$ cat config.mk
export PLATFORM = sky130hd
export DESIGN_NAME = tis_node_exec_flat
export DESIGN_NICKNAME = d
export VERILOG_FILES = /design/src/rtl/tis_node_exec_if.sv /design/src/rtl/tis_node_exec.sv /design/src/flat_wrapper.sv
export SDC_FILE = /design/constraint.sdc
export NUM_CORES = 1
export LEC_CHECK = 0
export CAP_MARGIN = 25
export CORE_MARGIN = 8
export CORE_UTILIZATION = 44
export CTS_CLUSTER_DIAMETER = 60
export DETAILED_ROUTE_END_ITERATION = 8
export GPL_ROUTABILITY_DRIVEN = 0
export PLACE_DENSITY = 0.85
export SYNTH_ARGS = -nofsm -noshare
export SYNTH_HDL_FRONTEND = slang
export SYNTH_SLANG_ARGS = --single-unit
$ cat constraint.sdc
create_clock -name clk -period 2.5 [get_ports clk]
set_input_delay 0.75 -clock clk [delete_from_list [all_inputs] [get_ports clk]]
set_output_delay 0.75 -clock clk [all_outputs]
set_load 0.005 [all_outputs]
$ cat src/rtl/tis_node_exec_if.sv
// Bundle of the TIS-100 node execute stage: instruction, source/destination ports,
// ALU connection and architectural state visibility.
interface tis_node_exec_if #(
  parameter int unsigned W = 11
);
  logic                instr_valid;
  logic                instr_ready;
  logic [2:0]          instr_op;
  logic [1:0]          instr_src;
  logic [1:0]          instr_dst;
  logic signed [W-1:0] instr_imm;

  logic                in_valid;
  logic                in_ready;
  logic signed [W-1:0] in_data;

  logic                out_valid;
  logic                out_ready;
  logic signed [W-1:0] out_data;

  logic [1:0]          alu_op;
  logic signed [W-1:0] alu_acc;
  logic signed [W-1:0] alu_src;
  logic signed [W-1:0] alu_out;

  logic signed [W-1:0] acc;
  logic signed [W-1:0] bak;
  logic                done;

  modport master (
    output instr_valid, instr_op, instr_src, instr_dst, instr_imm,
    output in_valid, in_data, out_ready, alu_out,
    input  instr_ready, in_ready, out_valid, out_data,
    input  alu_op, alu_acc, alu_src, acc, bak, done
  );

  modport slave (
    input  instr_valid, instr_op, instr_src, instr_dst, instr_imm,
    input  in_valid, in_data, out_ready, alu_out,
    output instr_ready, in_ready, out_valid, out_data,
    output alu_op, alu_acc, alu_src, acc, bak, done
  );
endinterface

$ cat src/rtl/tis_node_exec.sv
// Execute/sequencing stage of a TIS-100 node: owns ACC/BAK, resolves the source
// operand (immediate, ACC, NIL or blocking port read) and retires via the external ALU.
module tis_node_exec #(
  parameter int unsigned W = 11
) (
  input logic             clk,
  input logic             rst,
  tis_node_exec_if.slave  bus
);
  localparam logic [2:0] OP_MOV = 3'b001;
  localparam logic [2:0] OP_ADD = 3'b010;
  localparam logic [2:0] OP_SUB = 3'b011;
  localparam logic [2:0] OP_NEG = 3'b100;
  localparam logic [2:0] OP_SWP = 3'b101;
  localparam logic [2:0] OP_SAV = 3'b110;

  localparam logic [1:0] SRC_IMM  = 2'b00;
  localparam logic [1:0] SRC_ACC  = 2'b01;
  localparam logic [1:0] SRC_PORT = 2'b11;

  localparam logic [1:0] DST_ACC  = 2'b00;
  localparam logic [1:0] DST_PORT = 2'b10;

  localparam logic [1:0] ALU_ADD  = 2'b00;
  localparam logic [1:0] ALU_SUB  = 2'b01;
  localparam logic [1:0] ALU_NEG  = 2'b10;
  localparam logic [1:0] ALU_PASS = 2'b11;

  typedef enum logic [1:0] {S_IDLE, S_READ, S_EXEC, S_WRITE} state_t;

  state_t              r_state;
  logic [2:0]          r_op;
  logic [1:0]          r_dst;
  logic signed [W-1:0] r_operand;
  logic signed [W-1:0] r_acc;
  logic signed [W-1:0] r_bak;
  logic                r_out_valid;
  logic signed [W-1:0] r_out_data;
  logic                r_done;
  logic [1:0]          w_alu_op;
  logic                w_port_read;

  // Only MOV/ADD/SUB actually consume a PORT source; other ops ignore it.
  assign w_port_read = (bus.instr_src == SRC_PORT) &&
                       ((bus.instr_op == OP_MOV) || (bus.instr_op == OP_ADD) ||
                        (bus.instr_op == OP_SUB));

  always_comb begin
    w_alu_op = ALU_PASS;
    if (r_state == S_EXEC) begin
      case (r_op)
        OP_ADD:  w_alu_op = ALU_ADD;
        OP_SUB:  w_alu_op = ALU_SUB;
        OP_NEG:  w_alu_op = ALU_NEG;
        default: w_alu_op = ALU_PASS;
      endcase
    end
  end

  assign bus.instr_ready = (r_state == S_IDLE);
  assign bus.in_ready    = (r_state == S_READ);
  assign bus.alu_op      = w_alu_op;
  assign bus.alu_acc     = r_acc;
  assign bus.alu_src     = r_operand;
  assign bus.acc         = r_acc;
  assign bus.bak         = r_bak;
  assign bus.out_valid   = r_out_valid;
  assign bus.out_data    = r_out_data;
  assign bus.done        = r_done;

  always_ff @(posedge clk or posedge rst) begin
    if (rst) begin
      r_state     <= S_IDLE;
      r_op        <= '0;
      r_dst       <= '0;
      r_operand   <= '0;
      r_acc       <= '0;
      r_bak       <= '0;
      r_out_valid <= 1'b0;
      r_out_data  <= '0;
      r_done      <= 1'b0;
    end else begin
      r_done <= 1'b0;
      case (r_state)
        S_IDLE: begin
          if (bus.instr_valid) begin
            r_op  <= bus.instr_op;
            r_dst <= bus.instr_dst;
            case (bus.instr_src)
              SRC_IMM: r_operand <= bus.instr_imm;
              SRC_ACC: r_operand <= r_acc;
              default: r_operand <= '0;
            endcase
            r_state <= w_port_read ? S_READ : S_EXEC;
          end
        end
        S_READ: begin
          if (bus.in_valid) begin
            r_operand <= bus.in_data;
            r_state   <= S_EXEC;
          end
        end
        S_EXEC: begin
          r_state <= S_IDLE;
          r_done  <= 1'b1;
          case (r_op)
            OP_ADD, OP_SUB, OP_NEG: r_acc <= bus.alu_out;
            OP_MOV: begin
              if (r_dst == DST_ACC) begin
                r_acc <= bus.alu_out;
              end else if (r_dst == DST_PORT) begin
                // Port write retires later, once the destination accepts.
                r_out_data  <= r_operand;
                r_out_valid <= 1'b1;
                r_done      <= 1'b0;
                r_state     <= S_WRITE;
              end
            end
            OP_SWP: begin
              r_acc <= r_bak;
              r_bak <= r_acc;
            end
            OP_SAV:  r_bak <= r_acc;
            default: ;
          endcase
        end
        S_WRITE: begin
          if (bus.out_ready) begin
            r_out_valid <= 1'b0;
            r_done      <= 1'b1;
            r_state     <= S_IDLE;
          end
        end
        default: r_state <= S_IDLE;
      endcase
    end
  end
endmodule

$ cat src/flat_wrapper.sv
// flat-port wrapper written by rule: the top's interface ports become plain ports
module tis_node_exec_flat 
#(
  parameter int unsigned W = 11
)
  (clk, rst, bus_instr_valid, bus_instr_op, bus_instr_src, bus_instr_dst, bus_instr_imm, bus_in_valid, bus_in_data, bus_out_ready, bus_alu_out, bus_instr_ready, bus_in_ready, bus_out_valid, bus_out_data, bus_alu_op, bus_alu_acc, bus_alu_src, bus_acc, bus_bak, bus_done);
  tis_node_exec_if #(.W(W)) bus_i ();
  input logic clk;
  input logic rst;
  input wire logic [$bits(bus_i.instr_valid)-1:0] bus_instr_valid;
  input wire logic [$bits(bus_i.instr_op)-1:0] bus_instr_op;
  input wire logic [$bits(bus_i.instr_src)-1:0] bus_instr_src;
  input wire logic [$bits(bus_i.instr_dst)-1:0] bus_instr_dst;
  input wire logic [$bits(bus_i.instr_imm)-1:0] bus_instr_imm;
  input wire logic [$bits(bus_i.in_valid)-1:0] bus_in_valid;
  input wire logic [$bits(bus_i.in_data)-1:0] bus_in_data;
  input wire logic [$bits(bus_i.out_ready)-1:0] bus_out_ready;
  input wire logic [$bits(bus_i.alu_out)-1:0] bus_alu_out;
  output wire logic [$bits(bus_i.instr_ready)-1:0] bus_instr_ready;
  output wire logic [$bits(bus_i.in_ready)-1:0] bus_in_ready;
  output wire logic [$bits(bus_i.out_valid)-1:0] bus_out_valid;
  output wire logic [$bits(bus_i.out_data)-1:0] bus_out_data;
  output wire logic [$bits(bus_i.alu_op)-1:0] bus_alu_op;
  output wire logic [$bits(bus_i.alu_acc)-1:0] bus_alu_acc;
  output wire logic [$bits(bus_i.alu_src)-1:0] bus_alu_src;
  output wire logic [$bits(bus_i.acc)-1:0] bus_acc;
  output wire logic [$bits(bus_i.bak)-1:0] bus_bak;
  output wire logic [$bits(bus_i.done)-1:0] bus_done;
  assign bus_i.instr_valid = bus_instr_valid;
  assign bus_i.instr_op = bus_instr_op;
  assign bus_i.instr_src = bus_instr_src;
  assign bus_i.instr_dst = bus_instr_dst;
  assign bus_i.instr_imm = bus_instr_imm;
  assign bus_i.in_valid = bus_in_valid;
  assign bus_i.in_data = bus_in_data;
  assign bus_i.out_ready = bus_out_ready;
  assign bus_i.alu_out = bus_alu_out;
  assign bus_instr_ready = bus_i.instr_ready;
  assign bus_in_ready = bus_i.in_ready;
  assign bus_out_valid = bus_i.out_valid;
  assign bus_out_data = bus_i.out_data;
  assign bus_alu_op = bus_i.alu_op;
  assign bus_alu_acc = bus_i.alu_acc;
  assign bus_alu_src = bus_i.alu_src;
  assign bus_acc = bus_i.acc;
  assign bus_bak = bus_i.bak;
  assign bus_done = bus_i.done;
  tis_node_exec #(.W(W)) u_core (.clk(clk), .rst(rst), .bus(bus_i));
endmodule
Word-level counts from Yosys, hierarchy flattened
Cells that the tools add are included.

cells by class
  eq/ne operators = 22
  mux-type cells = 26
  bitwise operators = 1
  reductions and logical operators = 18

operator list
  kind                  number
  $pmux W11 S2          2
  $mux W11              3
  $pmux W11 S3          1
  $mux W2               8
  $eq A3 B2 Y1 const B  4
  $ne A2 B2 Y1 const B  6
  $eq A3 B3 Y1 const B  3
  $reduce_and A3 Y1     3
  $eq A2 B2 Y1 const B  4
  $mux W1               8
  $pmux W2 S4           1
  $eq A3 B1 Y1 const B  2
  $logic_not A2 Y1      3
  $pmux W2 S3           1
  $reduce_and A5 Y1     1
  $eq A2 B1 Y1 const B  2
  $pmux W1 S2           2
  $reduce_and A2 Y1     2
  $reduce_and A4 Y1     1
  $reduce_bool A2 Y1    2
  $reduce_bool A3 Y1    1
  $reduce_or A3 Y1      1
  $logic_or A1 B1 Y1    2
  $ne A2 B1 Y1 const B  1
  other kinds (3)       3

word-level totals
  register bits after elaboration = 53
  bits of input ports = 45
  output and inout bits = 61
  word-level logic and storage cells = 76

Logic depth before layout (Yosys ltp)
Gate-level depths: netlist of the first run.

  depth after elaboration = 7
  gate-level depth with buffers = 5
  gate-level depth less buffers = 3

Worst setup path after synthesis of the first run
Ideal clock, no wire load.

  kind = register -> output
  start point = register u_core.r_op[2]
  end point = output port bus_alu_op[0]
  data arrival time = 1032 ps
  data required time = 1750 ps
  path slack = 718 ps
  cell stages (with the launch flop) = 4
  buffers on the path = 1
  cells stage by stage = dfrtp_1 clkbuf_2 xnor2_1 or3_2

on the way
  cells in the longest elaborated chain, start to end = 3
  elaborated cells on any way between the ends = 5
  classes of those cells = eq/ne (3); mux (2)

RTL lines
  what                                                 RTL line             RTL
  start, declared                                      tis_node_exec.sv:32  logic [2:0] r_op;
  start signal, assigned                               tis_node_exec.sv:87  r_op <= bus.instr_op;
  $eq A3 B3 Y1 / $eq A3 B2 Y1 (equally long branches)  tis_node_exec.sv:51  case (r_op)
  $pmux W2 S3 *                                        tis_node_exec.sv:51
  $mux W2 *                                            tis_node_exec.sv:50  if (r_state == S_EXEC) begin
  end, declared                                        flat_wrapper.sv:23   output wire logic [$bits(bus_i.alu_op)-1:0] bus_alu_op;

Every way passes the cells marked *; elsewhere a longest branch is shown, timed or not.

Worst setup path in the final report of the first run
  start point = register u_core.r_state[1]
  end point = output port bus_alu_op[1]

on the way
  cells in the longest elaborated chain, start to end = 2

RTL lines
  what                    RTL line             RTL
  start, declared         tis_node_exec.sv:31  state_t r_state;
  start signal, assigned  tis_node_exec.sv:94  r_state <= w_port_read ? S_READ : S_EXEC;
  $eq A2 B2 Y1            tis_node_exec.sv:50
  $mux W2                 tis_node_exec.sv:50

Every way passes these cells.

==> results of run 1 <==
## cell usage in the layout, fill, tap and decap left out, drive strengths merged, types with 3 or more instances in the layout
cell type,count
o31ai,11
nand2,3
nand3b,13
mux2i,11
dfrtp,53
inv,4
clkbuf,7
nor2b,3
mux2,60
clkdlybuf4s50,104
buf,10
## timing repair
| action | in CTS | in global routing |
|---|---|---|
| resized for setup | 3 | 2 |
| hold buffers | 0 | 0 |
| endpoints found under the setup margin | 2 | 1 |
| cloned | 0 | 0 |
## report_power, final
part           switching, mW  total, mW  internal, mW  leakage, nW
clock                  0.248      0.468         0.220       0.0443
sequential             0.356       1.61          1.25        0.666
combinational          0.799       2.31          1.51        0.920
total                   1.40       4.39          2.99         1.63
## how the worst min path moves through the flow
| stage | end | start | slack (ps) | depth (start not counted) |
|---|---|---|---|---|
| after floorplan | u_core.bus.out_valid$_DFFE_PP0P_ | u_core.bus.out_valid$_DFFE_PP0P_ | 500 | 2 |
| after global placement | u_core.bus.out_data[0]$_DFFE_PP0P_ | u_core.bus.out_data[0]$_DFFE_PP0P_ | 490 | 1 |
| after detailed placement | u_core.bus.out_data[1]$_DFFE_PP0P_ | u_core.bus.out_data[1]$_DFFE_PP0P_ | 500 | 1 |
| after CTS | u_core.bus.out_data[1]$_DFFE_PP0P_ | u_core.bus.out_data[1]$_DFFE_PP0P_ | 520 | 1 |
| after global routing | u_core.bus.out_data[1]$_DFFE_PP0P_ | u_core.bus.out_data[1]$_DFFE_PP0P_ | 540 | 1 |
| final | u_core.bus.out_data[1]$_DFFE_PP0P_ | u_core.bus.out_data[1]$_DFFE_PP0P_ | 510 | 1 |
## flip-flops by register name (all words and copies together), names as in the netlist
register / count
u_core.bus.bak: 11
u_core.r_state: 2
u_core.r_op: 3
u_core.bus.out_data: 11
u_core.bus.alu_src: 11
u_core.bus.out_valid: 1
u_core.bus.acc: 11
u_core.bus.done: 1
u_core.r_dst: 2
## synth_stat cells (2+ instances only)
cell type | instances | area (um^2)
mux2_2 | 60 | 676
dfrtp_1 | 53 | 1330
nand3b_1 | 13 | 97.6
buf_4 | 11 | 82.6
mux2i_1 | 11 | 110
o31ai_1 | 11 | 82.6
buf_2 | 8 | 40.0
inv_1 | 4 | 15.0
clkbuf_1 | 3 | 11.3
nand2_1 | 3 | 11.3
nor2b_1 | 3 | 18.8
a21oi_1 | 2 | 10.0
nand2b_1 | 2 | 12.5
nand3_1 | 2 | 10.0
nor2_1 | 2 | 7.51
nor3_1 | 2 | 10.0
o21ai_0 | 2 | 10.0
## logic make-up (layout without fill, tap and decap cells)
group | Yosys count | after routing | synth area share [%]
flip-flops | 53 | 53 | 49.6
buffers and inverters | 29 | 126 | 6.32
XOR/XNOR | 2 | 2 | 0.656
AND/OR/NAND/NOR | 32 | 32 | 8.24
AO/OA/AOI/OAI | 21 | 21 | 5.76
multiplexers | 71 | 71 | 29.4
## final cells by class
class                           instances  area (um^2)
Tap cell                               75         93.8
Clock buffer                            7         86.3
Timing Repair Buffer                  115         1140
Sequential cell                        53         1330
Inverter                                4         15.0
Fill cell                             487         2040
Multi-Input combinational cell        126         1180
## layer usage
| metal | vias to the layer above | share of wire [%] | GRT usage, % |
|---|---|---|---|
| li1 | 928 | - | - |
| met1 | 941 | 40 | 17.4 |
| met2 | 60 | 52 | 28.5 |
| met3 | 4 | 7.0 | 4.16 |
| met4 | 0 | 0.78 | 4.89 |
| met5 | - | 0 | 0 |
## through the flow
step | setup slack (ps) | util (%)
CTS | 35.4 | 65.2
global placement | 282 | 63.7
global route | 36.1 | 65.4
detailed placement | 262 | 63.7
floorplan | 464 | -
finish | 113 | 65.4
==> metrics.md, run 1 <==
| Metric | Value |
|---|---|
| Finished Cell Area | `3850 um^2` |
| Fin. max-slew vios | `0` |
| Kind of cell adding the most delay to the critical path | `buffers and inverters` |
| CP Launch Point | `u_core.r_state[1]$_DFFE_PP0P_` |
| Power Density | `1140 nW/um^2` |
| R2R Path End | `u_core.bus.acc[3]$_DFFE_PP0P_` |
| Total congestion overflow | `0` |
| First-pass DRT Iterations | `4` |
| Overall global routing resource usage | `15.7%` |
| Critical path endpoint | `bus_alu_op[1]` |
| Worst Hold Class | `flip-flop to flip-flop` |
| CTS tree | `done` |
| Final nets | `350` |
| RSZ-0062 raised after global routing | `false` |
| Clock transition at the registers of the reported paths | `80 ps` |
| Critical path data arrival time | `1640 ps` |
| Final min period | `2390 ps` |
| Starting Density | `45.4%` |
| Crit-path max cell delay | `460 ps` |
| Peak supply drop | `0.648 mV` |
| Syn_nets | `253` |
| WS Path Type | `flip-flop to output pin` |
| Reg2reg start | `u_core.r_op[1]$_DFFE_PP0P_` |
| Unique masters post-synth | `33` |
| Setup crit end kind | `output pin` |
| Setup violators final | `0` |
| Placed Cells | `373` |
| Min Hold Slack | `511 ps` |
| Initial antenna violation count | `0` |
| Synthesized area | `2670 um^2` |
| DP Wirelength | `5470 um` |
| Top Ports | `106` |
| Antenna Cells | `0` |
| CP required | `1750 ps` |
| Largest net degree at the start of global routing | `34` |
| Area grow syn2layout | `44.0%` |
| Core Footprint | `5890 um^2` |
| Clk_lat worst skew | `290 ps` |
| Crit Path Max Fanout | `20` |
| Die Y | `93.9 um` |
| Buf/Inv on CP | `2` |
| Top_reg_cell synth | `dfrtp_1` |
| Register area share after synthesis | `49.6%` |
| Highest-delay cell along the critical path | `clkdlybuf4s50_1` |
| FMAX | `419 MHz` |
| Reg2Reg Depth | `4` |
| Critical path depth | `4` |
| Run status | `completed` |
| Total CTS buffers | `5` |
| Clk_skew | `3.67 ps` |
| Register-to-register setup slack | `550 ps` |
| CTS sink cnt | `53` |
| Vias in the first global route | `2175` |
| Slew headroom | `56.9%` |
| Post-synthesis register bit count | `53` |
| Total power | `4.39 mW` |
| EDFF count, synth | `0` |
| Max-Cap Viols | `0` |
| First-pass GRT wire length | `10900 um` |
| DIE AREA | `8820 um^2` |
| P_leak | `1.63 nW` |
| Detailed-route via count | `1933` |
| Syn Area/Cell | `12.8 um^2` |
| Via-to-Cell Ratio | `5.09` |
| Post-Route WL | `6890 um` |
| Synth Instances | `208` |
| Longest Clk Path Bufs | `2` |
| Non-Filler Instances | `380` |
| Setup Buffers After CTS | `0` |
| Critical path cell sequence | `buf_6 > nor2b_4 > nand3b_1 > clkdlybuf4s50_1` |
| Post-placement cell area | `3750 um^2` |
| Final ANT Viol Nets | `0` |
| DRC | `0` |
| Die X-Extent | `93.9 um` |
| DR WL/cell | `18.1 um` |
| Final hold vios | `0` |
| Setup crit start kind | `flip-flop` |
| Share of flip-flops with an asynchronous set or reset | `100%` |
| Final Cycle Share | `95.5%` |
| Root Driver | `clkbuf_8` |
| Worst slew pin tran | `645 ps` |
| Share of cells above drive strength 1 | `26.9%` |
| I/O Buffers | `105` |
| Yosys warns | `0` |
| H-tree levels | `2` |
| # rows | `28` |
| DR iter-0 viols | `51` |
| Setup TNS | `0 ps` |
Power figures use the tool's default switching activity.
==> run 2, diff against run 1 <==
CAP_MARGIN = 20   (was 25)
==> results of run 2 <==
Final layout, timing and power as in run 1 (identical DEF).
==> run 3, diff against run 2 <==
REMOVE_ABC_BUFFERS = 1   (was not set)
SLEW_MARGIN = 20   (was not set)
==> run 3 against run 2 <==
Cell count unchanged. Routed wire length increased by 2.2%. Maximum frequency fell by 0.18%. Global-route usage up 0.44 points. Sequential power about the same. Register-to-register slack better by 20 ps. First-iteration DRC count decreased by 49%. Combinational power barely moved. Flip-flop and latch count did not move. Clock power rose by 2%. Via count is 2.6% higher. Worst hold slack got worse by 3.0 ps.
==> metrics.md, run 3 (same netlist as run 1, synthesis figures left out) <==
| Metric | Value |
|---|---|
| Core Footprint | `5890 um^2 (unchanged)` |
| Placed Cells | `373 (unchanged)` |
| Reg2Reg Depth | `3 (-1)` |
| Final hold vios | `0 (unchanged)` |
| FMAX | `418 MHz (-0.18%)` |
| Antenna Cells | `0 (unchanged)` |
| WS Path Type | `flip-flop to output pin` |
| CTS sink cnt | `53 (unchanged)` |
| # rows | `28 (unchanged)` |
| Total CTS buffers | `5 (unchanged)` |
| Via-to-Cell Ratio | `5.22 (+2.6%)` |
| DP Wirelength | `5600 um (+2.2%)` |
| P_leak | `1.63 nW (-0.31%)` |
| Critical path depth | `3 (-1)` |
| Post-placement cell area | `3750 um^2 (unchanged)` |
| Setup crit start kind | `flip-flop` |
| Starting Density | `45.4% (unchanged)` |
| Run status | `completed` |
| RSZ-0062 raised after global routing | `false` |
| DR iter-0 viols | `26 (-49%)` |
| Clock transition at the registers of the reported paths | `90 ps (about the same)` |
| Longest Clk Path Bufs | `2 (unchanged)` |
| CTS tree | `done` |
| Total congestion overflow | `0 (unchanged)` |
| Worst Hold Class | `flip-flop to flip-flop` |
| Initial antenna violation count | `0 (unchanged)` |
| Critical path cell sequence | `buf_4 > nor2b_2 > clkdlybuf4s50_1` |
| DRC | `0 (unchanged)` |
| H-tree levels | `2 (unchanged)` |
| Slew headroom | `58.6% (+1.7 points)` |
| Setup Buffers After CTS | `0 (unchanged)` |
| Final nets | `350 (unchanged)` |
| First-pass GRT wire length | `11100 um (+2.3%)` |
| Die Y | `93.9 um (unchanged)` |
| Most frequent cells in the layout | `clkdlybuf4s50_1, mux2_2, dfrtp_1` |
| Critical path data arrival time | `1640 ps (about the same)` |
| Top Ports | `106 (unchanged)` |
| Setup TNS | `0 ps (unchanged)` |
| Root Driver | `clkbuf_8` |
| Hold path depth | `1 (unchanged)` |
| First-pass DRT Iterations | `4 (unchanged)` |
| Share of cells above drive strength 1 | `27.5% (+0.66 points)` |
| Fin. max-slew vios | `0 (unchanged)` |
| Finished Cell Area | `3840 um^2 (-0.13%)` |
| Final Cycle Share | `95.7% (+0.17 points)` |
| Highest-delay cell along the critical path | `clkdlybuf4s50_1` |
| Overall global routing resource usage | `16.2% (+0.44 points)` |
| Detailed-route via count | `1983 (+2.6%)` |
| Peak supply drop | `0.653 mV (+0.76%)` |
| Total power | `4.40 mW (+0.26%)` |
| DR WL/cell | `18.5 um (+2.2%)` |
| Crit Path Max Fanout | `20 (unchanged)` |
| Final core utilization | `65.3% (-0.085 points)` |
| Most common cell after layout, fill and taps aside | `clkdlybuf4s50_1` |
| Final min period | `2390 ps (+4.30 ps)` |
| Largest net degree at the start of global routing | `34 (unchanged)` |
| Max-Cap Viols | `0 (unchanged)` |
| CP required | `1750 ps (about the same)` |
| Clk_skew | `2.16 ps (-1.51 ps)` |
| DIE AREA | `8820 um^2 (unchanged)` |
| Clk_lat worst skew | `290 ps (about the same)` |
| I/O Buffers | `105 (unchanged)` |
| Worst slew pin tran | `620 ps (-24.8 ps)` |
| Die X-Extent | `93.9 um (unchanged)` |
| Final ANT Viol Nets | `0 (unchanged)` |
| Setup violators final | `0 (unchanged)` |
| Vias in the first global route | `2093 (-3.8%)` |
| Post-Route WL | `7040 um (+2.2%)` |
| Buf/Inv on CP | `2 (unchanged)` |
| Non-Filler Instances | `380 (unchanged)` |
| Setup crit end kind | `output pin` |
| Kind of cell adding the most delay to the critical path | `buffers and inverters` |
| Crit-path max cell delay | `530 ps (+70 ps)` |
| Area grow syn2layout | `43.8%` |
| Power Density | `1140 nW/um^2 (+0.39%)` |
## run 3: cell counts in the layout (fill, tap and decap cells not counted)
Identical to the previous run, type by type.
## run 3: final cells by class
cell class | instances | area, um^2
clock buffer | 7 | 86.3
multi-input combinational | 126 | 1180
timing repair buffer | 115 | 1140
inverter | 4 | 15.0
sequential | 53 | 1330
fill | 492 | 2040
tap | 75 | 93.8
## run 3: metal layers
layer | track usage (%) | vias to the layer above | share of wire, %
li1 | - | 936 | -
met3 | 4.00 | 9 | 5.6
met5 | 0 | - | 0
met1 | 18.6 | 982 | 41
met2 | 28.0 | 56 | 52
met4 | 6.34 | 0 | 1.7
## run 3: worst paths after layout
path                       slack, ps                             endpoint                               start
setup / recovery                 110                         bus_in_ready       u_core.r_state[0]$_DFFE_PP0P_
hold / removal                   510   u_core.bus.out_data[5]$_DFFE_PP0P_  u_core.bus.out_data[5]$_DFFE_PP0P_
setup reg to reg                 570  u_core.bus.out_data[10]$_DFFE_PP0P_          u_core.r_op[2]$_DFFE_PP0P_
hold reg to reg                  510   u_core.bus.out_data[5]$_DFFE_PP0P_  u_core.bus.out_data[5]$_DFFE_PP0P_
max in group asynchronous       1180        u_core.r_state[1]$_DFFE_PP0P_                                 rst
min in group asynchronous        790       u_core.bus.acc[10]$_DFFE_PP0P_                                 rst
## run 3: power breakdown
| part | total [mW] | internal [mW] | switching, mW |
|---|---|---|---|
| Sequential | 1.63 | 1.25 | 0.380 |
| Clock | 0.477 | 0.220 | 0.257 |
| Combinational | 2.29 | 1.50 | 0.785 |
## run 3: worst reg2reg max path, delay by kind of cell, from the launching register on
kind | cells | cell delay, ps
flip-flops | 1 | 470
AND/OR/NAND/NOR | 2 | 890
multiplexers | 1 | 460
## run 3: what timing repair did
action | 4_1_cts | 5_1_grt
hold buffers | 0 | 0
hold endpoints to repair | 0 | 0
endpoints found under the setup margin | 1 | 1
resized for setup | 3 | 2
## run 3: stage by stage
step                setup WS [ps]  hold WS [ps]
floorplan                     464           495
global placement              280           486
detailed placement            259           495
CTS                          20.4           515
global route                 32.3           526
finish                        109           508
